--- src/rtl/mem_bank_writer.sv ---
// mem_bank_writer: 64x20 register bank fed by a 2-entry write queue, with a full-bank clear sweep.
// Optional per-bit write mask is enabled by defining MEM_BANK_WRITE_MASK_EN.
module mem_bank_writer (
    input  logic          clk,
    input  logic          rst,
    input  logic          wr_valid,
    output logic          wr_ready,
    input  logic [5:0]    wr_addr,
    input  logic [19:0]   wr_data,
`ifdef MEM_BANK_WRITE_MASK_EN
    input  logic [19:0]   wr_mask,
`endif
    input  logic          clr_req,
    output logic          wr_done,
    output logic          clr_done,
    output logic          busy,
    output logic [1279:0] mem
);
    localparam int unsigned Words = 64;
    localparam int unsigned Width = 20;
    localparam int unsigned Depth = 2;

    typedef enum logic [1:0] {StIdle, StDrain, StClear} state_e;

    state_e            state_q, state_d;
    logic              pending_q, pending_d;
    logic [5:0]        q_addr_q [Depth];
    logic [Width-1:0]  q_data_q [Depth];
    logic [Width-1:0]  q_mask_q [Depth];
    logic              rd_ptr_q, wr_ptr_q;
    logic [1:0]        count_q, count_d;
    logic [5:0]        sweep_q;
    logic              wr_done_q, clr_done_q;
    logic [Width-1:0]  mem_q [Words];
    logic              accept, commit, sweep_last;
    logic [Width-1:0]  in_mask, head_mask, head_data;
    logic [5:0]        head_addr;

`ifdef MEM_BANK_WRITE_MASK_EN
    assign in_mask = wr_mask;
`else
    assign in_mask = '1;
`endif

    assign accept     = wr_valid & wr_ready;
    assign commit     = (count_q != 2'd0) && (state_q != StClear);
    assign sweep_last = (state_q == StClear) && (sweep_q == 6'd63);
    assign count_d    = count_q + {1'b0, accept} - {1'b0, commit};
    assign head_addr  = q_addr_q[rd_ptr_q];
    assign head_data  = q_data_q[rd_ptr_q];
    assign head_mask  = q_mask_q[rd_ptr_q];

    always_ff @(posedge clk) begin
        if (rst) begin
            state_q   <= StIdle;
            pending_q <= 1'b0;
        end else begin
            state_q   <= state_d;
            pending_q <= pending_d;
        end
    end

    always_comb begin
        state_d   = state_q;
        pending_d = pending_q;
        unique case (state_q)
            StIdle: begin
                // A write accepted alongside a clear request goes first; the clear follows it.
                if (accept) begin
                    state_d   = StDrain;
                    pending_d = clr_req;
                end else if (clr_req) begin
                    state_d = StClear;
                end
            end
            StDrain: begin
                if (clr_req) pending_d = 1'b1;
                if (count_d == 2'd0) begin
                    state_d   = pending_d ? StClear : StIdle;
                    pending_d = 1'b0;
                end
            end
            StClear: begin
                if (sweep_q == 6'd63) state_d = StIdle;
            end
            default: state_d = StIdle;
        endcase
    end

    always_comb begin
        wr_ready = ~rst && (count_q < 2'd2) && (state_q != StClear) && ~pending_q;
        busy     = ~rst && ((count_q != 2'd0) || pending_q || (state_q == StClear));
        wr_done  = wr_done_q;
        clr_done = clr_done_q;
    end

    // Queue payload needs no reset: entries are only read when count_q says they are valid.
    always_ff @(posedge clk) begin
        if (accept) begin
            q_addr_q[wr_ptr_q] <= wr_addr;
            q_data_q[wr_ptr_q] <= wr_data;
            q_mask_q[wr_ptr_q] <= in_mask;
        end
    end

    always_ff @(posedge clk) begin
        if (rst) begin
            count_q    <= 2'd0;
            rd_ptr_q   <= 1'b0;
            wr_ptr_q   <= 1'b0;
            sweep_q    <= 6'd0;
            wr_done_q  <= 1'b0;
            clr_done_q <= 1'b0;
            for (int i = 0; i < Words; i++) mem_q[i] <= '0;
        end else begin
            count_q    <= count_d;
            wr_done_q  <= commit;
            clr_done_q <= sweep_last;
            if (accept) wr_ptr_q <= ~wr_ptr_q;
            if (commit) begin
                mem_q[head_addr] <= (mem_q[head_addr] & ~head_mask) | (head_data & head_mask);
                rd_ptr_q         <= ~rd_ptr_q;
            end
            if (state_q == StClear) begin
                mem_q[sweep_q] <= '0;
                sweep_q        <= sweep_q + 6'd1;
            end else begin
                sweep_q <= 6'd0;
            end
        end
    end

    always_comb begin
        for (int i = 0; i < Words; i++) mem[i*Width +: Width] = mem_q[i];
    end

endmodule

--- config.mk ---
export PLATFORM = sky130hd
export DESIGN_NAME = mem_bank_writer
export DESIGN_NICKNAME = d
export VERILOG_FILES = /design/src/rtl/mem_bank_writer.sv
export SDC_FILE = /design/constraint.sdc
export NUM_CORES = 1
export LEC_CHECK = 0
export ABC_AREA = 1
export CAP_MARGIN = 40
export CORE_AREA = 5 5 513 515
export DETAILED_ROUTE_END_ITERATION = 10
export DIE_AREA = 0 0 518 520
export PLACE_DENSITY_LB_ADDON = 0.08
export SLEW_MARGIN = 20
export SYNTH_ARGS = -nofsm -noshare
export SYNTH_HDL_FRONTEND = slang
export SYNTH_SLANG_ARGS = --single-unit
--- constraint.sdc ---
create_clock -name clk -period 4.2 [get_ports clk]
set_clock_uncertainty 0.2 [all_clocks]
set_input_delay 0.63 -clock clk [delete_from_list [all_inputs] [get_ports clk]]
set_output_delay 0.63 -clock clk [all_outputs]
set_load 0.02 [all_outputs]
; Word level (Yosys, flattened, before mapping)
; Memory sizes are Yosys's and may differ from the RTL's. A register that Yosys moved wholly into a read port is not among the register bits.
; Cells that the tools add are included.
; Widths: inputs -> output; s select.
[word_totals]
ff_bits = 15
latchBits = 0
ram_bits = 1332
romBits = 0
inputBits = 30
elab_cells = 81
n_memories = 3
[memory_table]
columns = memory, words, width, read_ports, rd_ports_with_merged_regs, wr, line_no
row1 = mem_q, 64, 20, 65, 0, 64, 34  ; logic [Width-1:0] mem_q [Words];
row2 = q_data_q, 2, 20, 1, 1, 1, 28  ; logic [Width-1:0] q_data_q [Depth];
row3 = q_addr_q, 2, 6, 1, 1, 1, 27  ; logic [5:0] q_addr_q [Depth];
[classes]
addsub = 3
n_mul = 0
div_mod_pow = 0
order_cmp = 1
n_eq_ne = 8
shifts = 0
n_mux = 31
n_bitwise = 10
reduce_logical = 17
[op_table]
columns = cell, n
row1 = $mux 20, 2
row2 = $reduce_or 20->1, 2
row3 = $and 20x20->20, 1
row4 = $and 20x20->20 const B, 1
row5 = $mux 1, 20
row6 = $not 20->20 const A, 1
row7 = $or 20x20->20, 1
row8 = $mux 6, 2
row9 = $mux 2, 5
row10 = $ne 2x2->1 const B, 4
row11 = $add 6x1->6 const B, 1
row12 = $eq 6x6->1 const B, 1
row13 = $logic_and 1x1->1, 6
row14 = $pmux 2 s3, 1
row15 = $not 1->1, 5
row16 = $logic_not 2->1, 2
row17 = $reduce_bool 2->1, 2
row18 = $ne 3x3->1 const B, 1
row19 = $reduce_and 3->1, 1
row20 = $add 2x1->2, 1
row21 = $eq 2x1->1 const B, 1
row22 = $eq 2x2->1 const B, 1
row23 = $logic_or 1x1->1, 2
row24 = $lt 2x2->1 const B, 1
row25 = other kinds (5), 5

; Depth between registers and ports, before layout
; Gate-level depths: netlist of run 1.
[logic_depth]
ltp_word = 10
ltp_mapped = 13
mapped_depth_nobuf = 13

; Least setup slack after synthesis of run 1
; OpenSTA, ideal clock, no wires.
[synth_path]
kind = input -> register
startpoint = input rst
endpoint = memory mem_q[52][0], enable pin
setup_ps = 377
t_arrival_ps = 2604
t_required_ps = 3623
path_slack_ps = 1020
path_stages = 10
path_buffers = 3
path_cell_list = buf_2 inv_2 nand2_2 buf_6 o21ai_0 nand2_1 nor2_1 nand2_1 buf_2 nand2_1
[synth_rtl]
columns = element, line_no
row1 = "start, declared", 5  ; input logic rst,
row2 = "end, declared", 34

; Worst setup path after layout of run 1
[layout_path]
startpoint = input rst
endpoint = output wr_ready
[layout_via]
elab_chain_cells = 4
[layout_lines]
columns = element, line_no
row1 = $not 1->1, 91  ; wr_ready = ~rst && (count_q < 2'd2) && (state_q != StClear) && ~pending_q;
row2 = $logic_and 1x1->1 (3 in a row), 91
row3 = "end, declared", 7  ; output logic wr_ready,
; Every way passes these cells.

==> flow_metrics.py, run 1 <==
metrics = {
    "status": {
        "status": "complete, no violations",
    },
    "placement": {
        "numPortBuffers": 1313,
        "hpwl_um": 165000,
        "place_congestion": 0.738,
        "place_inst": 7895,
    },
    "logic_synthesis": {
        "syn_nets": 3264,
        "synth-main-ff-cell": "edfxtp_1",
        "synth_edf_count": 1332,
        "yosysTopAreaCellShare_pct": 83.6,
        "synth_seq_cells": 1348,
        "yosysTopAreaCell": "edfxtp_1",
        "synth_area_leaders": "edfxtp_1 (84%), nor2_1 (10%), nand2_1 (1.5%)",
        "synth_cell_types": 29,
        "synth_most_common_cell": "edfxtp_1",
        "synth_area_per_cell_um2": 14.8,
        "syn_inst": 3231,
        "synth_warnings": 0,
        "synth_commonest_cells": "edfxtp_1 (1332), nor2_1 (1314), nand2_1 (187)",
        "yosysSeqAreaShare_pct": 84.3,
        "synth_area_um2": 47800,
        "async_reset_ff_share_pct": 0,
    },
    "floorplan": {
        "die_area_um2": 269000,
        "die_h_um": 520,
        "io_pins": 1314,
        "std_cell_rows": 187,
        "die_x_um": 518,
        "start_util_pct": 18.5,
        "core_area_um2": 258000,
    },
    "sta": {
        "rsz0062_at_grt": "false",
        "max-slew-margin-rel_pct": 42.2,
        "hold_viol_final": 0,
        "setup_viol_count_final": 0,
        "worst_pin_slew_ns": 0.868,
        "min_period_ns": 3.50,
        "fin_crit_sh_pct": 83.3,
        "timing.fmax_mhz": 286,
        "finalMaxSlewViolations": 0,
    },
    "worst_setup_path": {
        "crit_fanout": 9,
        "cp-end-kind": "primary output",
        "cp.required_ns": 3.37,
        "crit_arrival_ns": 2.67,
        "start_kind": "primary input",
        "r2r_start": "state_q[1]$_SDFFE_PP0P_",
        "ff2ff_path_depth": 10,
        "rr_endpoint": "mem_q[61][2]$_SDFFCE_PN0P_",
        "path_class": "primary input to primary output",
        "r2r_setup_slack_ns": 0.91,
    },
    "routing": {
        "ant_nets": 0,
        "drc_errors": 0,
        "drt-total-wl_um": 247000,
        "routed_via_density": 3.86,
        "vias": 31700,
        "drt_iter0_drc": 2207,
        "wl_per_cell_um": 30.1,
        "drt-pass1-iter-count": 5,
    },
    "clock_tree": {
        "cts-hold-fix-buffers": 0,
        "cts_sinks": 1348,
        "clk_pin_slew_ns": 0.06,
        "htreeDepth": 4,
        "cts_setup_buffers": 0,
        "cts_root_buf": "clkbuf_16",
        "cts_tree": "built",
        "clockBufferDepth": 3,
        "clk_latency_ns": 0.78,
        "cts_resized": 0,
        "cts_made_buffers": 166,
    },
    "hold_path": {
        "hp-start": "wr_data[15]",
        "min_to": "q_data_q[1][15]$_DFFE_PP_",
        "hold_depth": 1,
        "hold_path.class": "primary input to flop",
    },
    "power_and_ir_drop": {
        "ir_worst_vdd_mv": 0.352,
        "power_per_cell_area_nw_per_um2": 530,
        "p_seq_share_pct": 41.5,
        "p_sw_share_pct": 33.4,
        "power_frac_comb_pct": 22.1,
        "p_switching_uw": 12700,
        "leakage_uw": 0.0260,
        "p_int_uw": 25300,
        "p_clk_share_pct": 36.4,
    },
    "global_routing": {
        "grt_pass1_vias": 32200,
        "grt_pass1_wl_um": 321000,
        "gr-total-overflow": 0,
        "grt_max_degree": 65,
        "antenna_found_initial": 38,
        "globalRouteTotalUtil_pct": 17.7,
    },
    "cells_and_area": {
        "finalNonFillerCells": 8210,
        "nets": 4695,
        "syn_to_final_growth_pct": 49.9,
        "fin_util_pct": 27.7,
        "drive_gt1_share_pct": 10.1,
    },
    "job": {
        "maxCapViolations": 0,
    },
}
registers in the layout, summed over array words and instances, names as in the netlist, named ones only:
signal,flops
clr_done,1
count_q,2
mem_q,1280
pending_q,1
q_addr_q,12
q_data_q,40
rd_ptr_q,1
state_q,2
sweep_q,6
wr_done,1
wr_ptr_q,1
through the flow:
stage          setup WS, ns  instance area [um2]  hold slack, ns  TNS, ns  power, uW
4_1_cts               0.547                71600           0.119        0      39000
3_3_place_gp         0.0211                66300           0.239        0      24700
2_1_floorplan          1.02                47800           0.226        0      19000
6_report              0.703                71700           0.224        0      38000
5_1_grt               0.512                71600           0.154        0      39600
3_5_place_dp        -0.0192                66500           0.249   -0.291      24800
critical path, cell delays in order:
cell and delay, ns:
clkdlybuf4s50_1 0.57, buf_4 0.27, nor3_1 0.36, clkdlybuf4s50_1 0.83
layout make-up:
cell class / instances / area, um2
clock inverter: 82 / 706
timing repair buffer: 1527 / 15300
tap: 3402 / 4260
fill: 26500 / 187000
clock buffer: 217 / 4410
sequential: 1348 / 40300
inverter: 35 / 136
multi-input combinational: 1584 / 6470
antenna: 15 / 37.5
routing by layer:
| layer | vias to the layer above | share of wire, % | routed length, um | GRT usage (%) |
|---|---|---|---|---|
| li1 | 13900 | - | - | - |
| met3 | 255 | 10 | 25500 | 7.91 |
| met2 | 1272 | 47 | 116000 | 29.1 |
| met5 | - | 0.044 | 108 | 0 |
| met4 | 14 | 2.2 | 5410 | 4.04 |
| met1 | 16200 | 40 | 99300 | 21.3 |
placed cells by master, fill, tap and decap left out, types with 12 or more instances in the layout:
cell / count
nor2_1: 1312
mux2_2: 20
inv_1: 32
clkbuf_16: 169
nand2_4: 21
nand2_1: 167
o21ai_0: 14
edfxtp_1: 1332
clkbuf_1: 48
clkinv_1: 41
clkinv_2: 18
buf_4: 169
clkdlybuf4s50_1: 1313
nand3_1: 12
buf_12: 41
diode_2: 15
dfxtp_1: 16
worst max-delay path by stage:
stage,from,to,slack (ns),depth (start not counted)
after detailed placement,rst,mem_q[61][19]$_SDFFCE_PN0P_,-0.02,10
after floorplan,rst,mem_q[52][0]$_SDFFCE_PN0P_,1.02,10
after global routing,state_q[0]$_SDFFE_PP0P_,wr_ready,0.51,5
after CTS,state_q[0]$_SDFFE_PP0P_,busy,0.55,6
after global placement,rst,mem_q[61][19]$_SDFFCE_PN0P_,0.02,10
final,rst,wr_ready,0.70,4
power by group through the flow:
stage | clock (uW) | combinational (uW) | sequential, uW
final | 13800 | 8370 | 15800
after global placement | 0 | 8670 | 16000
after CTS | 14400 | 8820 | 15800
after detailed placement | 0 | 8800 | 16000
after floorplan | 0 | 2110 | 16800
after global routing | 14900 | 8850 | 15800
kinds of logic after synthesis:
family,count (synthesis),synth area share (%)
compound gates,26,0.296
buf+inv,299,2.61
fa+ha+maj,3,0.0785
mux,20,0.471
simple gates,1535,12.2
flops,1348,84.3
No activity file was read; power rests on OpenSTA's default activity.
==> run 2, diff against run 1 <==
==> constraint.sdc (replaced) <==
create_clock -name clk -period 3.45 [get_ports clk]
set_clock_uncertainty 0.2 [all_clocks]
set_input_delay 0.5175 -clock clk [delete_from_list [all_inputs] [get_ports clk]]
set_output_delay 0.5175 -clock clk [all_outputs]
set_load 0.02 [all_outputs]
==> flow_metrics.py, run 2 (synthesis gave the netlist of run 1 again) <==
metrics = {
    "status": {
        "status": "complete, no violations",
    },
    "clock_tree": {
        "cts_resized": 0,
        "htreeDepth": 4,
        "cts_made_buffers": 169,
        "clk_latency_ns": 0.81,
        "clockBufferDepth": 3,
        "cts_tree": "built",
        "cts_setup_buffers": 0,
        "cts_sinks": 1348,
        "cts-hold-fix-buffers": 11,
        "clk_pin_slew_ns": 0.06,
        "cts_root_buf": "clkbuf_16",
    },
    "worst_setup_path": {
        "cp-end-kind": "primary output",
        "path_class": "flop to primary output",
        "crit_arrival_ns": 2.44,
        "r2r_setup_slack_ns": 0.47,
        "crit_start": "state_q[0]$_SDFFE_PP0P_",
        "cp.required_ns": 2.73,
        "r2r_start": "state_q[1]$_SDFFE_PP0P_",
        "start_kind": "flop",
        "crit_fanout": 3,
    },
    "global_routing": {
        "met2_usage_pct": 29.8,
        "globalRouteTotalUtil_pct": 17.9,
        "antenna_found_initial": 38,
        "gr-total-overflow": 0,
        "top_usage_layer": "met2",
        "grt_pass1_vias": 32500,
        "grt_max_degree": 68,
        "grt_pass1_wl_um": 325000,
        "grtUsageMet1_pct": 21.4,
        "grt.met3_usage_pct": 8.02,
    },
    "cells_and_area": {
        "fin_area_um2": 72600,
        "drive_gt1_share_pct": 10.5,
        "final_cell_mix": "edfxtp_1 (1332), nor2_1 (1312), clkdlybuf4s50_1 (1312), clkbuf_16 (171), nand2_1 (167)",
        "nets": 4727,
        "syn_to_final_growth_pct": 51.8,
        "multi_input_area_um2": 6470,
        "reg.largest.list": "mem_q (1280), q_data_q (40), q_addr_q (12)",
        "regArea_um2": 40300,
        "num-fill-cells": 26200,
        "regMostFlops": "mem_q",
        "largest_register_ffs": 1280,
        "mostFrequentLayoutCell": "edfxtp_1",
    },
    "sta": {
        "rsz0062_at_grt": "false",
        "worst_pin_slew_ns": 0.832,
        "setup_viol_count_final": 0,
        "timing.final.ws_setup_ns": 0.293,
        "fin_crit_sh_pct": 91.5,
        "hold_viol_final": 0,
        "max-slew-margin-rel_pct": 44.5,
        "min_period_ns": 3.16,
        "tns_ns": 0,
        "timing.fmax_mhz": 317,
        "finalMaxSlewViolations": 0,
    },
    "floorplan": {
        "die_area_um2": 269000,
        "io_pins": 1314,
        "die_x_um": 518,
        "core_area_um2": 258000,
        "start_util_pct": 18.5,
        "die_h_um": 520,
        "std_cell_rows": 187,
    },
    "power_and_ir_drop": {
        "leakage_uw": 0.0264,
        "p_int_uw": 31100,
        "power_frac_comb_pct": 22.7,
        "p_sw_share_pct": 33.5,
        "p_seq_share_pct": 41.1,
        "ir_worst_vdd_mv": 0.559,
        "power_per_cell_area_nw_per_um2": 644,
        "p_clk_share_pct": 36.3,
        "p_switching_uw": 15700,
    },
    "routing": {
        "drc_errors": 0,
        "vias": 31900,
        "ant_nets": 0,
        "drt_iter0_drc": 2422,
        "wl_per_cell_um": 30.3,
        "routed_via_density": 3.87,
        "drt-total-wl_um": 250000,
        "drt-pass1-iter-count": 8,
    },
    "placement": {
        "numPortBuffers": 1313,
        "hpwl_um": 165000,
        "dpl-instance-area_um2": 67300,
        "place_congestion": 0.736,
        "dp_slack_ns": -0.0904,
    },
    "hold_path": {
        "hold_path.class": "primary input to flop",
        "hp-start": "wr_data[7]",
    },
    "job": {
        "maxCapViolations": 0,
    },
}
[run 2: cell count changes in the layout (fill, tap and decap cells not counted), moves of 2 or more]
| cell | before | now |
|---|---|---|
| inv_16 | 0 | 2 |
| buf_16 | 4 | 0 |
| buf_12 | 41 | 96 |
| clkbuf_16 | 169 | 171 |
| dlygate4sd3_1 | 0 | 11 |
| buf_4 | 169 | 137 |
| diode_2 | 15 | 19 |
| clkinv_8 | 4 | 1 |
| clkinv_4 | 2 | 0 |
| clkinv_16 | 4 | 6 |
[run 2: layer usage]
layer / wire (um) / vias up
li1: - / 14000
met1: 99200 / 16300
met2: 119000 / 1379
met3: 26200 / 239
met4: 4580 / 14
met5: 82 / -
[run 2: through the flow]
step           cells  power, uW  hold slack (ns)  utilization, %
3_5_place_dp    7914      30600            0.245            26.0
6_report        8243      46800            0.107            28.1
2_1_floorplan   3231      23100            0.226               -
4_1_cts         8224      48000       0.00000588            28.1
5_1_grt         8226      48800           0.0308            28.1
3_3_place_gp    7914      30700            0.236            26.0
[run 2: layout make-up]
cell class                      instances  share of cell area, %
Multi-Input combinational cell       1584                   8.91
Clock buffer                          219                   6.16
Antenna cell                           19                 0.0655
Inverter                               35                  0.188
Tap cell                             3402                   5.86
Sequential cell                      1348                   55.5
Timing Repair Buffer                 1556                   22.3
Clock inverter                         80                  0.984
[run 2: critical path, cell delays in order (launching register included)]
cell             delay [ns]
dfxtp_1                0.38
inv_1                  0.07
nand2_1                0.12
nand2_1                0.09
nor3_1                 0.19
clkdlybuf4s50_1        0.83
[run 2: final timing paths]
kind	end	cells past startpoint
max	wr_ready	5
max reg2reg	mem_q[2][5]$_SDFFCE_PN0P_	9
min	q_data_q[1][7]$_DFFE_PP_	1
min reg2reg	rd_ptr_q$_SDFFE_PP0P_	1
[run 2: power by group through the flow]
stage,clock network (uW),registers [uW],logic [uW]
floorplan,0,20500,2570
global route,18300,19300,11200
global placement,0,19500,11100
CTS,17600,19200,11100
detailed placement,0,19500,11100
finish,17000,19200,10600
